### config.mk
export PLATFORM = sky130hd
export DESIGN_NAME = uart_cmd_ctrl
export DESIGN_NICKNAME = d
export VERILOG_FILES = /design/src/rtl/tpu_uart_pkg.sv /design/src/rtl/uart_resp_ser.sv /design/src/rtl/uart_cmd_ctrl.sv
export SDC_FILE = /design/constraint.sdc
export NUM_CORES = 1
export LEC_CHECK = 0
export BUFFER_PORTS_ARGS = -buffer_cell sky130_fd_sc_hd__buf_2
export CAP_MARGIN = 20
export CORE_MARGIN = 2
export CORE_UTILIZATION = 53
export CTS_CLUSTER_DIAMETER = 30
export DETAILED_ROUTE_END_ITERATION = 12
export PLACE_DENSITY_LB_ADDON = 0.1
export SYNTH_ARGS = -nofsm -noshare
export SYNTH_HDL_FRONTEND = slang
export SYNTH_SLANG_ARGS = --single-unit
### constraint.sdc
create_clock -name clk -period 6.4 [get_ports clk]
set_input_delay 0.96 -clock clk [delete_from_list [all_inputs] [get_ports clk]]
set_output_delay 0.96 -clock clk [all_outputs]
set_load 0.03 [all_outputs]
### src/rtl/tpu_uart_pkg.sv
// Shared definitions for the UART command controller.
// Opcodes, controller states, response framing constants, and a helper
// that packs the MLP status pair into the response byte layout.
package tpu_uart_pkg;

  typedef enum logic [7:0] {
    OP_LOAD_W0     = 8'h01,
    OP_LOAD_W1     = 8'h02,
    OP_LOAD_ACT    = 8'h03,
    OP_WF_RESET    = 8'h04,
    OP_SET_READY   = 8'h05,
    OP_START       = 8'h06,
    OP_READ_STATUS = 8'h07,
    OP_READ_ACC    = 8'h08
  } opcode_e;

  typedef enum logic [2:0] {
    ST_IDLE,
    ST_ARG_W,
    ST_ARG_ACT_LO,
    ST_ARG_ACT_HI,
    ST_TX_RESP
  } state_e;

  localparam logic [7:0] NAK_BYTE       = 8'hEE;
  localparam int         RESP_MAX_BYTES = 8;
  localparam int         RESP_BITS      = 8 * RESP_MAX_BYTES;
  localparam int         RESP_CNT_W     = $clog2(RESP_MAX_BYTES + 1);

  localparam logic [RESP_CNT_W-1:0] LEN_NAK    = RESP_CNT_W'(1);
  localparam logic [RESP_CNT_W-1:0] LEN_STATUS = RESP_CNT_W'(2);
  localparam logic [RESP_CNT_W-1:0] LEN_ACC    = RESP_CNT_W'(8);

  // Byte 0 = state, byte 1 = cycle count; remaining bytes unused.
  function automatic logic [RESP_BITS-1:0] pack_status(input logic [3:0] st,
                                                       input logic [4:0] cnt);
    return {48'h0, 3'h0, cnt, 4'h0, st};
  endfunction

endpackage

### src/rtl/uart_resp_ser.sv
// Response serialiser: holds up to RESP_MAX_BYTES bytes and presents them
// one at a time on a valid/ready byte interface, byte 0 first.
// Ports:
//   load/load_len/load_data : capture a new response (only loaded when idle)
//   tx_valid/tx_data/tx_ready : byte handshake toward UART TX
//   done : high in the cycle whose handshake consumes the final byte
// The buffer shifts down on every handshake so tx_data comes straight from
// a flop and stays stable while the consumer stalls.
module uart_resp_ser
  import tpu_uart_pkg::*;
(
  input  logic                  clk,
  input  logic                  rst,
  input  logic                  load,
  input  logic [RESP_CNT_W-1:0] load_len,
  input  logic [RESP_BITS-1:0]  load_data,
  input  logic                  tx_ready,
  output logic                  tx_valid,
  output logic [7:0]            tx_data,
  output logic                  done
);

  logic [RESP_MAX_BYTES-1:0][7:0] data_q, data_d;
  logic [RESP_CNT_W-1:0]          rem_q, rem_d;
  logic                           valid_q, valid_d;
  logic                           hs;

  always_comb begin
    data_d  = data_q;
    rem_d   = rem_q;
    valid_d = valid_q;
    hs      = valid_q && tx_ready;
    done    = hs && (rem_q == RESP_CNT_W'(1));
    if (load) begin
      data_d  = load_data;
      rem_d   = load_len;
      valid_d = (load_len != '0);
    end else if (hs) begin
      data_d  = {8'h00, data_q[RESP_MAX_BYTES-1:1]};
      rem_d   = rem_q - RESP_CNT_W'(1);
      valid_d = !done;
    end
  end

  always_ff @(posedge clk) begin
    if (rst) begin
      data_q  <= '0;
      rem_q   <= '0;
      valid_q <= 1'b0;
    end else begin
      data_q  <= data_d;
      rem_q   <= rem_d;
      valid_q <= valid_d;
    end
  end

  assign tx_valid = valid_q;
  assign tx_data  = data_q[0];

endmodule

### src/rtl/uart_cmd_ctrl.sv
// Byte-level command decoder between UART RX/TX and the TPU bridge
// controller ports. Parses opcode + argument bytes into registered one-cycle
// strobes / levels for the weight FIFO, activation load, MLP start and
// weights-ready, and returns status / accumulator snapshots over UART TX.
// Ports:
//   rx_valid/rx_data           : incoming bytes (one-cycle strobe)
//   tx_valid/tx_data/tx_ready  : outgoing response bytes
//   ctrl_*                     : bridge control outputs (all registered)
//   mlp_*                      : MLP status, snapshotted on READ_* accept
//   cmd_err                    : one-cycle error strobe
module uart_cmd_ctrl
  import tpu_uart_pkg::*;
#(
  parameter int TIMEOUT_CYCLES = 100000
) (
  input  logic               clk,
  input  logic               rst,
  input  logic               rx_valid,
  input  logic [7:0]         rx_data,
  output logic               tx_valid,
  output logic [7:0]         tx_data,
  input  logic               tx_ready,
  output logic               ctrl_wf_push_col0,
  output logic               ctrl_wf_push_col1,
  output logic [7:0]         ctrl_wf_data_in,
  output logic               ctrl_wf_reset,
  output logic               ctrl_init_act_valid,
  output logic [15:0]        ctrl_init_act_data,
  output logic               ctrl_start_mlp,
  output logic               ctrl_weights_ready,
  input  logic [3:0]         mlp_state,
  input  logic [4:0]         mlp_cycle_cnt,
  input  logic signed [31:0] mlp_acc0,
  input  logic signed [31:0] mlp_acc1,
  output logic               cmd_err
);

  localparam int             TW       = $clog2(TIMEOUT_CYCLES) + 1;
  localparam logic [TW-1:0]  TMO_LAST = TW'(TIMEOUT_CYCLES - 1);

  state_e          state_q, state_d;
  logic            col_q, col_d;
  logic [7:0]      act_lo_q, act_lo_d;
  logic [TW-1:0]   tmo_q, tmo_d;

  logic            push0_q, push0_d;
  logic            push1_q, push1_d;
  logic [7:0]      wf_data_q, wf_data_d;
  logic            wf_rst_q, wf_rst_d;
  logic            act_vld_q, act_vld_d;
  logic [15:0]     act_data_q, act_data_d;
  logic            start_q, start_d;
  logic            ready_q, ready_d;
  logic            err_q, err_d;

  logic                  ser_load;
  logic [RESP_CNT_W-1:0] ser_len;
  logic [RESP_BITS-1:0]  ser_data;
  logic                  ser_done;
  logic                  in_arg;

  always_comb begin
    state_d    = state_q;
    col_d      = col_q;
    act_lo_d   = act_lo_q;
    tmo_d      = '0;
    push0_d    = 1'b0;
    push1_d    = 1'b0;
    wf_data_d  = wf_data_q;
    wf_rst_d   = 1'b0;
    act_vld_d  = 1'b0;
    act_data_d = act_data_q;
    start_d    = 1'b0;
    ready_d    = ready_q;
    err_d      = 1'b0;
    ser_load   = 1'b0;
    ser_len    = '0;
    ser_data   = '0;
    in_arg     = 1'b0;

    case (state_q)
      ST_IDLE: begin
        if (rx_valid) begin
          case (opcode_e'(rx_data))
            OP_LOAD_W0: begin
              col_d   = 1'b0;
              state_d = ST_ARG_W;
            end
            OP_LOAD_W1: begin
              col_d   = 1'b1;
              state_d = ST_ARG_W;
            end
            OP_LOAD_ACT:  state_d = ST_ARG_ACT_LO;
            OP_WF_RESET: begin
              wf_rst_d = 1'b1;
              ready_d  = 1'b0;
            end
            OP_SET_READY: ready_d = 1'b1;
            OP_START: begin
              // Starting without weights is refused rather than forwarded.
              if (ready_q) start_d = 1'b1;
              else         err_d   = 1'b1;
            end
            OP_READ_STATUS: begin
              ser_load = 1'b1;
              ser_len  = LEN_STATUS;
              ser_data = pack_status(mlp_state, mlp_cycle_cnt);
              state_d  = ST_TX_RESP;
            end
            OP_READ_ACC: begin
              ser_load = 1'b1;
              ser_len  = LEN_ACC;
              ser_data = {mlp_acc1, mlp_acc0};
              state_d  = ST_TX_RESP;
            end
            default: begin
              err_d    = 1'b1;
              ser_load = 1'b1;
              ser_len  = LEN_NAK;
              ser_data = {{(RESP_BITS-8){1'b0}}, NAK_BYTE};
              state_d  = ST_TX_RESP;
            end
          endcase
        end
      end
      ST_ARG_W: begin
        in_arg = 1'b1;
        if (rx_valid) begin
          wf_data_d = rx_data;
          push0_d   = !col_q;
          push1_d   = col_q;
          state_d   = ST_IDLE;
        end
      end
      ST_ARG_ACT_LO: begin
        in_arg = 1'b1;
        if (rx_valid) begin
          act_lo_d = rx_data;
          state_d  = ST_ARG_ACT_HI;
        end
      end
      ST_ARG_ACT_HI: begin
        in_arg = 1'b1;
        if (rx_valid) begin
          act_vld_d  = 1'b1;
          act_data_d = {rx_data, act_lo_q};
          state_d    = ST_IDLE;
        end
      end
      ST_TX_RESP: begin
        // Bytes arriving mid-response are dropped and flagged; the
        // serialiser keeps going untouched.
        if (rx_valid) err_d = 1'b1;
        if (ser_done) state_d = ST_IDLE;
      end
      default: state_d = ST_IDLE;
    endcase

    // Idle-cycle counter for argument states. A byte in the final allowed
    // cycle still wins over the abort.
    if (in_arg && !rx_valid) begin
      if (tmo_q == TMO_LAST) begin
        state_d = ST_IDLE;
        err_d   = 1'b1;
      end else begin
        tmo_d = tmo_q + TW'(1);
      end
    end
  end

  always_ff @(posedge clk) begin
    if (rst) begin
      state_q    <= ST_IDLE;
      col_q      <= 1'b0;
      act_lo_q   <= '0;
      tmo_q      <= '0;
      push0_q    <= 1'b0;
      push1_q    <= 1'b0;
      wf_data_q  <= '0;
      wf_rst_q   <= 1'b0;
      act_vld_q  <= 1'b0;
      act_data_q <= '0;
      start_q    <= 1'b0;
      ready_q    <= 1'b0;
      err_q      <= 1'b0;
    end else begin
      state_q    <= state_d;
      col_q      <= col_d;
      act_lo_q   <= act_lo_d;
      tmo_q      <= tmo_d;
      push0_q    <= push0_d;
      push1_q    <= push1_d;
      wf_data_q  <= wf_data_d;
      wf_rst_q   <= wf_rst_d;
      act_vld_q  <= act_vld_d;
      act_data_q <= act_data_d;
      start_q    <= start_d;
      ready_q    <= ready_d;
      err_q      <= err_d;
    end
  end

  uart_resp_ser u_ser (
    .clk       (clk),
    .rst       (rst),
    .load      (ser_load),
    .load_len  (ser_len),
    .load_data (ser_data),
    .tx_ready  (tx_ready),
    .tx_valid  (tx_valid),
    .tx_data   (tx_data),
    .done      (ser_done)
  );

  assign ctrl_wf_push_col0   = push0_q;
  assign ctrl_wf_push_col1   = push1_q;
  assign ctrl_wf_data_in     = wf_data_q;
  assign ctrl_wf_reset       = wf_rst_q;
  assign ctrl_init_act_valid = act_vld_q;
  assign ctrl_init_act_data  = act_data_q;
  assign ctrl_start_mlp      = start_q;
  assign ctrl_weights_ready  = ready_q;
  assign cmd_err             = err_q;

endmodule

==> impl_metrics.tcl <==
set metrics [dict create \
    status "complete, no violations" \
    root_buffer "clkbuf_8" \
    synth.avg_cell_area_sq_um 8.21 \
    grt_antenna_before_repair 0 \
    path_clk_slew_ns 0.06 \
    dr.pass1.iters 6 \
    cts_resized 0 \
    max_freq_mhz 332 \
    min_period_over_period 0.470 \
    yosys_warnings 0 \
    fill_cells 918 \
    die_w_um 108 \
    worst_ep_arrival_time_ns 3.42 \
    seq_area_sq_um 2600 \
    yosys-top-cells-area "dfxtp_1 (46%), a221oi_1 (7.8%), nand2_1 (7.7%)" \
    setup_viol_count_final 0 \
    syn_nets 784 \
    clk_latency_ns 0.51 \
    yosysTopAreaCellShare 0.455 \
    worst-setup-path-type "in2reg" \
    crit_required_ns 6.81 \
    yosys.area.top_type "dfxtp_1" \
    boundaryPins 125 \
    reg2reg_slack_ns 3.57 \
    die_h_um 108 \
    syn_inst 696 \
    post_synth_num_cell_types 49 \
    grt_pass1_wl_mm 22.8 \
    drive_above_1_share 0.221 \
    post-synth-top-count-cell "dfxtp_1" \
    async_reset_ff_frac 0 \
    skew_ns 0.00750 \
    seq_area_frac_synth 0.455 \
    numCtsBuffers 17 \
    ir_drop_v 0.000191 \
    cts_setup_buffers 0 \
    p_per_area_nw_per_um2 295 \
    finalWirelength_mm 14.0 \
    slew_headroom 0.246 \
    row_count 37 \
    r2r-start "state_q[2]$_SDFF_PP0_" \
    rsz0062_at_grt "false" \
    whs_path_depth 2 \
    fp.coreArea_sq_um 10400 \
    synth_edf_count 0 \
    dominantRegCellSynth "dfxtp_1" \
    grt_max_degree 110 \
    clk_path_buf_depth 2 \
    netlist_area_sq_um 5720 \
    detail_route.iter0.violations 425 \
    vias_per_cell 5.59 \
    drv_cap 0 \
    setup_tns_ns 0 \
    worst_setup_path_start_kind "primary input" \
    ys_ff_latch 130 \
    cp_max_fo 56 \
    hold_path_class "reg2reg" \
    synthToLayoutAreaGrowth_pct 20.8 \
    min-delay-start "ctrl_wf_data_in[4]$_SDFFE_PP0P_" \
    grt_pass1_vias 4836 \
    overflow 0 \
    holdBufCountCts 0 \
    utilization 0.663 \
    cts_sinks 130 \
    gp_congestion 0.877 \
    dieArea_sq_um 11600 \
    vias 5191 \
    cts_htree_levels 4 \
    multi_input_area_sq_um 2600 \
    wl_per_cell_um 15.0 \
    dp_hpwl_mm 8.98 \
    ant_nets 0 \
    r2r_end "u_ser.data_q[8]$_SDFFE_PP0P_" \
    worst_pin_slew_ns 1.13 \
    end_kind "flop" \
    min_to "ctrl_wf_data_in[4]$_SDFFE_PP0P_" \
    leakage_nw 2.56 \
    worst-r2r-cell-count 4 \
    p_total_mw 2.04 \
    portBuffers 124 \
    drc_errors 0 \
    grt_usage 0.244 \
    start_util 0.549 \
    antenna_cells 0 \
    slew_viol_final 0 \
    tritoncts "built" \
    hold_viol 0 \
    synthTopCellsByCount "dfxtp_1 (130), nand2_1 (118), inv_1 (56)" \
    min_period_ns 3.01 \
    final_nets 868 \
]
-- metrics by stage --
stage                     setup slack, ns  area, sq um  std cells  hold WS (ns)
final                                3.39         6900        929         0.452
after global routing                 3.11         6900        929         0.475
after CTS                            3.36         6870        927         0.453
after detailed placement             2.88         6250        895         0.446
after global placement               2.99         6240        894         0.440
after floorplan                      3.57         5720        696         0.430
-- worst max-delay path by stage --
stage                          start                       endpoint  cells after the start
final                     rx_data[3]   u_ser.data_q[8]$_SDFFE_PP0P_                      5
after global routing      rx_data[3]  u_ser.data_q[12]$_SDFFE_PP0P_                      5
after CTS                 rx_data[3]   u_ser.data_q[8]$_SDFFE_PP0P_                      5
after detailed placement  rx_data[3]  u_ser.data_q[12]$_SDFFE_PP0P_                      5
after global placement      rx_valid  u_ser.tx_data[0]$_SDFFE_PP0P_                      5
after floorplan           rx_data[4]  u_ser.data_q[15]$_SDFFE_PP0P_                      7
-- critical path: stages --
cell      delay (ns)
buf_2           0.29
nor4b_2         0.65
and3_2          0.97
a22oi_1         0.23
a221oi_1        0.30
-- report_power, final --
part           internal, mW  switching (mW)
clock                 0.661           0.336
combinational        0.0680           0.107
sequential            0.846          0.0202
-- routing by layer --
layer / global-route usage / up-vias / routed length (um)
met5: 0 / - / 0
met4: 0.0861 / 0 / 212
met3: 0.0545 / 20 / 727
met2: 0.379 / 140 / 6650
met1: 0.334 / 2423 / 6380
li1: - / 2608 / -
-- layout by cell type (no fill, tap or decap), drive strengths merged, types with 5 or more instances in the layout --
cell type / count
nand3: 9
xnor2: 11
a32oi: 8
a311oi: 7
buf: 132
or3: 7
xor2: 5
nand2: 118
clkbuf: 22
a221oi: 51
inv: 56
nor3: 14
nor2: 37
mux2i: 10
nor4: 12
o21ai: 56
a21oi: 42
dfxtp: 130
-- layout make-up --
cell class | count | share of cell area
inverters | 56 | 0.0304
clock inverters | 10 | 0.0225
clock buffers | 22 | 0.0671
repair buffers | 132 | 0.102
flip-flops and latches | 130 | 0.377
multi-input cells | 443 | 0.376
well taps | 136 | 0.0246
-- state kept, by name, indices dropped and copies added, names as in the netlist --
register	flops
u_ser.data_q	56
tmo_q	18
ctrl_init_act_data	16
act_lo_q	8
ctrl_wf_data_in	8
u_ser.tx_data	8
u_ser.rem_q	4
state_q	3
cmd_err	1
col_q	1
ctrl_init_act_valid	1
ctrl_start_mlp	1
ctrl_weights_ready	1
ctrl_wf_push_col0	1
ctrl_wf_push_col1	1
ctrl_wf_reset	1
u_ser.tx_valid	1
-- cell families (layout without fill, tap and decap cells) --
family | count (synthesis) | in the layout | share of synthesized area
AO/OA/AOI/OAI | 183 | 183 | 0.216
XOR/XNOR | 16 | 16 | 0.0245
adder cells (fa/ha/maj) | 3 | 3 | 0.00657
buffers and inverters | 123 | 220 | 0.0913
flip-flops | 130 | 130 | 0.455
multiplexers | 10 | 10 | 0.0175
AND/OR/NAND/NOR | 231 | 231 | 0.188
Note: power is estimated with default switching activity, not from simulation.
